===== src/rtl/inst_fetch.sv =====
// Byte-serial instruction fetch: four single-byte reads are assembled into a
// little-endian word, presented to decode and held until decode accepts it.
module inst_fetch (
  input  logic        clk,
  input  logic        rst,
  input  logic        rdy,
  input  logic        stall_i,
  input  logic        jump_i,
  input  logic [31:0] jump_addr_i,
  output logic        mem_req_o,
  output logic [31:0] mem_addr_o,
  input  logic        mem_gnt_i,
  input  logic [7:0]  mem_data_i,
  output logic        flag_o,
  output logic [31:0] pc_o,
  output logic [31:0] inst_o
);

  typedef enum logic {FETCH = 1'b0, HOLD = 1'b1} state_t;

  state_t      state, state_nxt;
  logic [31:0] pc, pc_nxt;
  logic [2:0]  iss, iss_nxt;
  logic [2:0]  rcv, rcv_nxt;
  logic        vld_p1, vld_p1_nxt;
  logic        vld_p2, vld_p2_nxt;
  logic [23:0] asm_word, asm_word_nxt;
  logic        flag_nxt;
  logic [31:0] pc_o_nxt;
  logic [31:0] inst_nxt;

  always_comb begin
    state_nxt    = state;
    pc_nxt       = pc;
    iss_nxt      = iss;
    rcv_nxt      = rcv;
    vld_p1_nxt   = vld_p1;
    vld_p2_nxt   = vld_p2;
    asm_word_nxt = asm_word;
    flag_nxt     = flag_o;
    pc_o_nxt     = pc_o;
    inst_nxt     = inst_o;
    mem_req_o    = 1'b0;
    mem_addr_o   = 32'd0;

    // rdy low leaves every *_nxt at its current value, freezing the block
    if (!rst && rdy) begin
      vld_p1_nxt = 1'b0;
      vld_p2_nxt = vld_p1;
      if (jump_i) begin
        // Clearing the in-flight valids drops bytes from pre-redirect requests
        state_nxt  = FETCH;
        pc_nxt     = {jump_addr_i[31:2], 2'b00};
        iss_nxt    = 3'd0;
        rcv_nxt    = 3'd0;
        vld_p1_nxt = 1'b0;
        vld_p2_nxt = 1'b0;
        flag_nxt   = 1'b0;
      end else begin
        case (state)
          FETCH: begin
            if (iss != 3'd4) begin
              mem_req_o  = 1'b1;
              mem_addr_o = pc + {29'd0, iss};
              if (mem_gnt_i) begin
                iss_nxt    = iss + 3'd1;
                vld_p1_nxt = 1'b1;
              end
            end
            if (vld_p2 && rcv != 3'd4) begin
              rcv_nxt = rcv + 3'd1;
              case (rcv[1:0])
                2'd0:    asm_word_nxt[7:0]   = mem_data_i;
                2'd1:    asm_word_nxt[15:8]  = mem_data_i;
                2'd2:    asm_word_nxt[23:16] = mem_data_i;
                default: asm_word_nxt        = asm_word;
              endcase
              // Last byte goes straight to the output word
              if (rcv == 3'd3) begin
                state_nxt = HOLD;
                flag_nxt  = 1'b1;
                pc_o_nxt  = pc;
                inst_nxt  = {mem_data_i, asm_word};
              end
            end
          end
          HOLD: begin
            if (!stall_i) begin
              state_nxt = FETCH;
              pc_nxt    = pc + 32'd4;
              iss_nxt   = 3'd0;
              rcv_nxt   = 3'd0;
              flag_nxt  = 1'b0;
            end
          end
          default: state_nxt = FETCH;
        endcase
      end
    end
  end

  always_ff @(posedge clk) begin
    if (rst) begin
      state  <= FETCH;
      pc     <= 32'd0;
      iss    <= 3'd0;
      rcv    <= 3'd0;
      vld_p1 <= 1'b0;
      vld_p2 <= 1'b0;
      flag_o <= 1'b0;
      pc_o   <= 32'd0;
      inst_o <= 32'd0;
    end else begin
      state  <= state_nxt;
      pc     <= pc_nxt;
      iss    <= iss_nxt;
      rcv    <= rcv_nxt;
      vld_p1 <= vld_p1_nxt;
      vld_p2 <= vld_p2_nxt;
      flag_o <= flag_nxt;
      pc_o   <= pc_o_nxt;
      inst_o <= inst_nxt;
    end
  end

  // Assembly bytes are only read once rcv marks them valid, so no reset needed
  always_ff @(posedge clk) begin
    asm_word <= asm_word_nxt;
  end

endmodule


===== config.mk =====
export PLATFORM = sky130hd
export DESIGN_NAME = inst_fetch
export DESIGN_NICKNAME = d
export VERILOG_FILES = /design/src/rtl/inst_fetch.sv
export SDC_FILE = /design/constraint.sdc
export NUM_CORES = 1
export LEC_CHECK = 0
export ABC_AREA = 1
export BUFFER_PORTS_ARGS = -buffer_cell sky130_fd_sc_hd__buf_2
export CORE_MARGIN = 2
export CORE_UTILIZATION = 53
export DETAILED_ROUTE_END_ITERATION = 12
export HOLD_SLACK_MARGIN = 0.03
export PLACE_DENSITY = 0.85
export SLEW_MARGIN = 20
export SYNTH_ARGS = -nofsm -noshare
export SYNTH_HDL_FRONTEND = slang
export SYNTH_SLANG_ARGS = --single-unit

===== constraint.sdc =====
create_clock -name clk -period 4.2 [get_ports clk]
set_input_delay 0.42 -clock clk [delete_from_list [all_inputs] [get_ports clk]]
set_output_delay 0.42 -clock clk [all_outputs]
set_load 0.02 [all_outputs]

======== Word-level counts from Yosys, hierarchy flattened ========
Index checks and enable logic that the tools add are counted.
storage, ports and cells
  bits in registers ....................... 130
  output and inout port bits .............. 98
  logic and storage cells ................. 76
cells by class
  $add $sub $neg .......................... 4
  eq/ne operators ......................... 11
  muxes and demuxes ....................... 34
  bitwise logic cells ..................... 2
  reduce and logical (&&, ||, !) cells .... 13
operators by type and width
  operator                                                         number
  32-bit 2-to-1 mux                                                7
  32-bit by 3-bit adder with 32-bit output                         1
  32-bit by 3-bit adder with 32-bit output, second input constant  1
  3-bit != test, second input constant                             7
  5-bit AND reduction                                              4
  3-bit 2-to-1 mux                                                 6
  1-bit 2-to-1 mux                                                 17
  3-bit case mux with 2 select lines                               2
  4-bit AND reduction                                              2
  3-bit by 1-bit adder with 3-bit output, second input constant    2
  3-bit AND reduction                                              2
  1-bit case mux with 2 select lines                               2
  3-bit by 2-bit == test with 1-bit output, second input constant  1
  2-bit by 1-bit == test with 1-bit output, second input constant  1
  2-bit == test, second input constant                             1
  1-bit logical AND                                                2
  2-bit logical NOT                                                1
  2-bit by 1-bit != test with 1-bit output, second input constant  1
  1-bit inverter                                                   2
  2-bit nonzero test                                               1
  1-bit logical NOT                                                1

======== Logic depth before layout (Yosys ltp) ========
  word-level depth ........................ 5
  mapped depth ............................ 11
  depth with buffers taken out ............ 10

======== Least setup slack after synthesis ========
No wires, ideal clock.
  path kind ............................... input to output
  from .................................... in rst
  to ...................................... out mem_addr_o[10]
  arrival time ............................ 1,709 ps
  setup slack ............................. 2,071 ps
  cell stages on the path ................. 9
  path buffers ............................ 2
  cell sequence ........................... buf_6 -> clkinv_2 -> nand2_4 -> nor2_4 -> inv_2 -> nor2_4 -> inv_2 -> buf_6 -> a211oi_1
between the ends
  cells in the longest elaborated chain, start to end .. 3
RTL lines
  what               RTL line  RTL
  start, declared    5         input logic rst,
  1-bit logical NOT  47        if (!rst && rdy) begin
  1-bit logical AND  47
  32-bit 2-to-1 mux  47
  end, declared      11        output logic [31:0] mem_addr_o,
Every way passes these cells.

======== Worst setup path in the final report ========
  from .................................... reg pc[2]
  to ...................................... out mem_addr_o[13]
between the ends
  cells in the longest elaborated chain, start to end .. 5
RTL lines
  what                                      RTL line  RTL
  start, declared                           22        logic [31:0] pc, pc_nxt;
  start signal, assigned                    115       pc <= pc_nxt;
  32-bit by 3-bit adder with 32-bit output  64        mem_addr_o = pc + {29'd0, iss};
  32-bit 2-to-1 mux                         62        if (iss != 3'd4) begin
  32-bit 2-to-1 mux                         60        case (state)
  32-bit 2-to-1 mux                         50        if (jump_i) begin
  32-bit 2-to-1 mux                         47
Every way passes these cells.

==> summary.md <==
| Metric | Value |
|---|---|
| Initial Util | `0.548` |
| Clk_skew | `13.2 ps` |
| CP Class | `flop to primary output` |
| Peak VDD IR | `0.336 mV` |
| Synthesized flop and latch total | `126` |
| Root buf cell | `clkbuf_16` |
| Number of nets with antenna violations after routing | `0` |
| Via density | `5.51` |
| Vias in the first global route | `5937` |
| Resized cells post-CTS | `0` |
| Clock-pin slew on the worst setup and hold paths | `60 ps` |
| DRT Wirelength | `18500 um` |
| I/O pin cnt | `144` |
| # DRC | `0` |
| Worst path buffer plus inverter count | `3` |
| Hold buffers post-CTS | `0` |
| Final hold violation count | `0` |
| Syn Inst Count | `886` |
| Gpl congestion | `0.940` |
| Crit path max-delay family | `buffers and inverters` |
| First-pass GRT wire length | `29300 um` |
| Fin util | `0.662` |
| DIE WIDTH | `113 um` |
| Layout cell share with drive strength beyond 1 | `0.212` |
| Arrival time worst endpoint | `2470 ps` |
| Tightest Pin Transition | `760 ps` |
| Worst path most repeated cell | `inv_1` |
| Die ar. | `12900 um2` |
| Final Max Tran Viols | `0` |
| Via count | `6404` |
| Unrepaired setup endpoints after global routing | `false` |
| Count of cell types in the netlist | `40` |
| WL per Instance | `16.0 um` |
| YS warnings | `0` |
| DP Area | `7000 um2` |
| Post-CTS Setup Inserts | `0` |
| Worst Path Required | `3780 ps` |
| Synth-to-Final Area Change | `20.7%` |
| Syn avg cell area | `7.15 um2` |
| F_max | `346 MHz` |
| Final WS setup | `1310 ps` |
| HP Class | `primary input to flop` |
| LEAKAGE | `3.32 nW` |
| Diode count | `0` |
| Row count | `39` |
| Core Area | `11600 um2` |
| Largest net degree at the start of global routing | `69` |
| Gr ovfl total | `0` |
| Fin area | `7650 um2` |
| Pre-CTS setup slack | `1410 ps` |
| Clk_lat worst skew | `430 ps` |
| NumNets Final | `1061` |
| CP Launch Type | `flop` |
| Share of the clock period used by the worst path | `0.688` |
| Slowest CP cell | `dfxtp_1` |
| Largest stage delay on the critical path | `440 ps` |
| Power per cell area | `396 nW/um2` |
| Crit end category | `primary output` |
| Port buffer count | `139` |
| H-tree Lvls | `4` |
| Seq/Total Area, Yosys | `0.436` |
| Worst-path cell chain | `ha_1 > nand3_1 > inv_1 > nand2_2 > inv_1 > nand2_1 > a21oi_1 > buf_2` |
| DP Wirelength | `12700 um` |
| Post-route setup TNS | `0 ps` |
| Tmin final | `2890 ps` |
| Cell Area, Synth | `6340 um2` |
| CTS buffer count | `17` |
| Die height | `113 um` |
| CTS tree | `yes` |
| Total track usage | `0.292` |
| Critical-path maximum fanout | `6` |
| Worst rel slew slack | `0.493` |
| Drt pass-1 iters | `6` |
| Max-Cap Viols | `0` |
| Final setup vio count | `0` |
| Antenna violations before repair | `0` |
| Outcome | `completed` |
| Max clock buf depth | `2` |
| DR iter-0 viols | `708` |
| Clock Sinks | `126` |
## worst paths after layout
path                       from        endpoint  slack [ps]  cells past startpoint
hold reg to reg    asm_word[23]      inst_o[23]         470                      2
setup / recovery          pc[2]  mem_addr_o[13]        1310                      8
hold / removal    mem_data_i[1]     asm_word[9]         250                      1
setup reg to reg         rcv[0]        pc_o[13]        1720                      8
## layer usage
layer  share of wire  vias to the layer above  global-route usage
met5               0                        -                   0
met4           0.030                        0               0.129
met3           0.089                       49              0.0659
met2            0.45                      340               0.454
met1            0.43                     2879               0.391
li1                -                     3136                   -
## report_power, final
part / switching, mW / internal, mW / total [mW]
logic: 0.0952 / 0.0441 / 0.139
clock network: 0.557 / 1.07 / 1.63
registers: 0.0164 / 1.24 / 1.26
## worst register-to-register path, delay by kind of cell (launching register included)
kind | cells | cell delay [ps]
flops | 1 | 370
buf+inv | 2 | 640
simple gates | 2 | 560
compound gates | 3 | 620
fa+ha+maj | 1 | 230
## layout make-up
type / count / area [um2]
fillers: 1002 / 3910
inverters: 71 / 268
flip-flops and latches: 126 / 2760
clock inverters: 12 / 208
multi-input cells: 647 / 3060
well taps: 143 / 179
repair buffers: 143 / 726
clock buffers: 20 / 447
## kinds of logic (layout without fill, tap and decap cells)
logic type | after synthesis | after routing | share of synthesized area
fa+ha+maj | 9 | 9 | 0.0178
compound gates | 203 | 203 | 0.167
buf+inv | 114 | 246 | 0.0817
simple gates | 432 | 432 | 0.296
flops | 126 | 126 | 0.436
xor+xnor | 1 | 1 | 0.00138
other cells | 1 | 2 | 0.000592
## per-stage QoR
step	hold slack (ps)	cells	total power, mW
final	247	1162	3.03
after global routing	240	1162	3.10
after CTS	235	1162	3.03
after detailed placement	458	1130	1.42
after global placement	450	1130	1.42
after floorplan	444	887	1.37
## placed cells by master (no fill, tap or decap), drive strengths merged, types with 2 or more instances in the layout
cell and instances:
nor2 181, dfxtp 102, clkinvlp 3, a31oi 4, o31ai 3, clkinv 2
bufinv 5, clkbuf 20, nand4 4, o21a 6, a211oi 3, nand2 187
a21oi 82, o21ai 103, conb 2, ha 9, edfxtp 24, buf 143
nand3 40, inv 73, nor3 13, or2 3
## cell usage after synthesis
library cell / number / share of area
nand3_1: 39 / 0.031
buf_2: 11 / 0.0087
or2_0: 2 / 0.0020
nor2_8: 1 / 0.0032
nand3_2: 1 / 0.0016
buf_6: 8 / 0.014
nor3_2: 1 / 0.0016
o21ai_0: 100 / 0.079
or2_2: 1 / 0.00099
o31ai_1: 3 / 0.0036
clkbuf_1: 18 / 0.011
nor3b_1: 1 / 0.0012
o21a_1: 6 / 0.0071
and3_1: 1 / 0.00099
xor2_1: 1 / 0.0014
and2_1: 1 / 0.00099
o21ai_1: 3 / 0.0024
nand2_1: 175 / 0.10
nor3_1: 12 / 0.0095
nand2_4: 2 / 0.0036
nor2_1: 159 / 0.094
nor2_2: 13 / 0.013
buf_4: 4 / 0.0047
edfxtp_1: 24 / 0.11
nand4_1: 4 / 0.0039
nor4_1: 1 / 0.00099
conb_1: 1 / 0.00059
nand2_2: 10 / 0.0099
inv_2: 5 / 0.0030
inv_1: 65 / 0.038
a221oi_1: 1 / 0.0014
a211oi_1: 3 / 0.0036
clkinv_2: 1 / 0.00079
a31oi_1: 4 / 0.0039
a21oi_1: 82 / 0.065
dfxtp_1: 102 / 0.32
a21boi_1: 1 / 0.0012
ha_1: 9 / 0.018
nor2_4: 8 / 0.014
buf_1: 2 / 0.0012
## state kept, by name, summed over array words and instances (netlist names)
name / cells
flag_o: 1
state: 1
rcv: 3
vld_p2: 1
iss: 3
inst_o: 32
pc_o: 30
pc: 30
vld_p1: 1
asm_word: 24
Note: power is estimated with default switching activity, not from simulation.
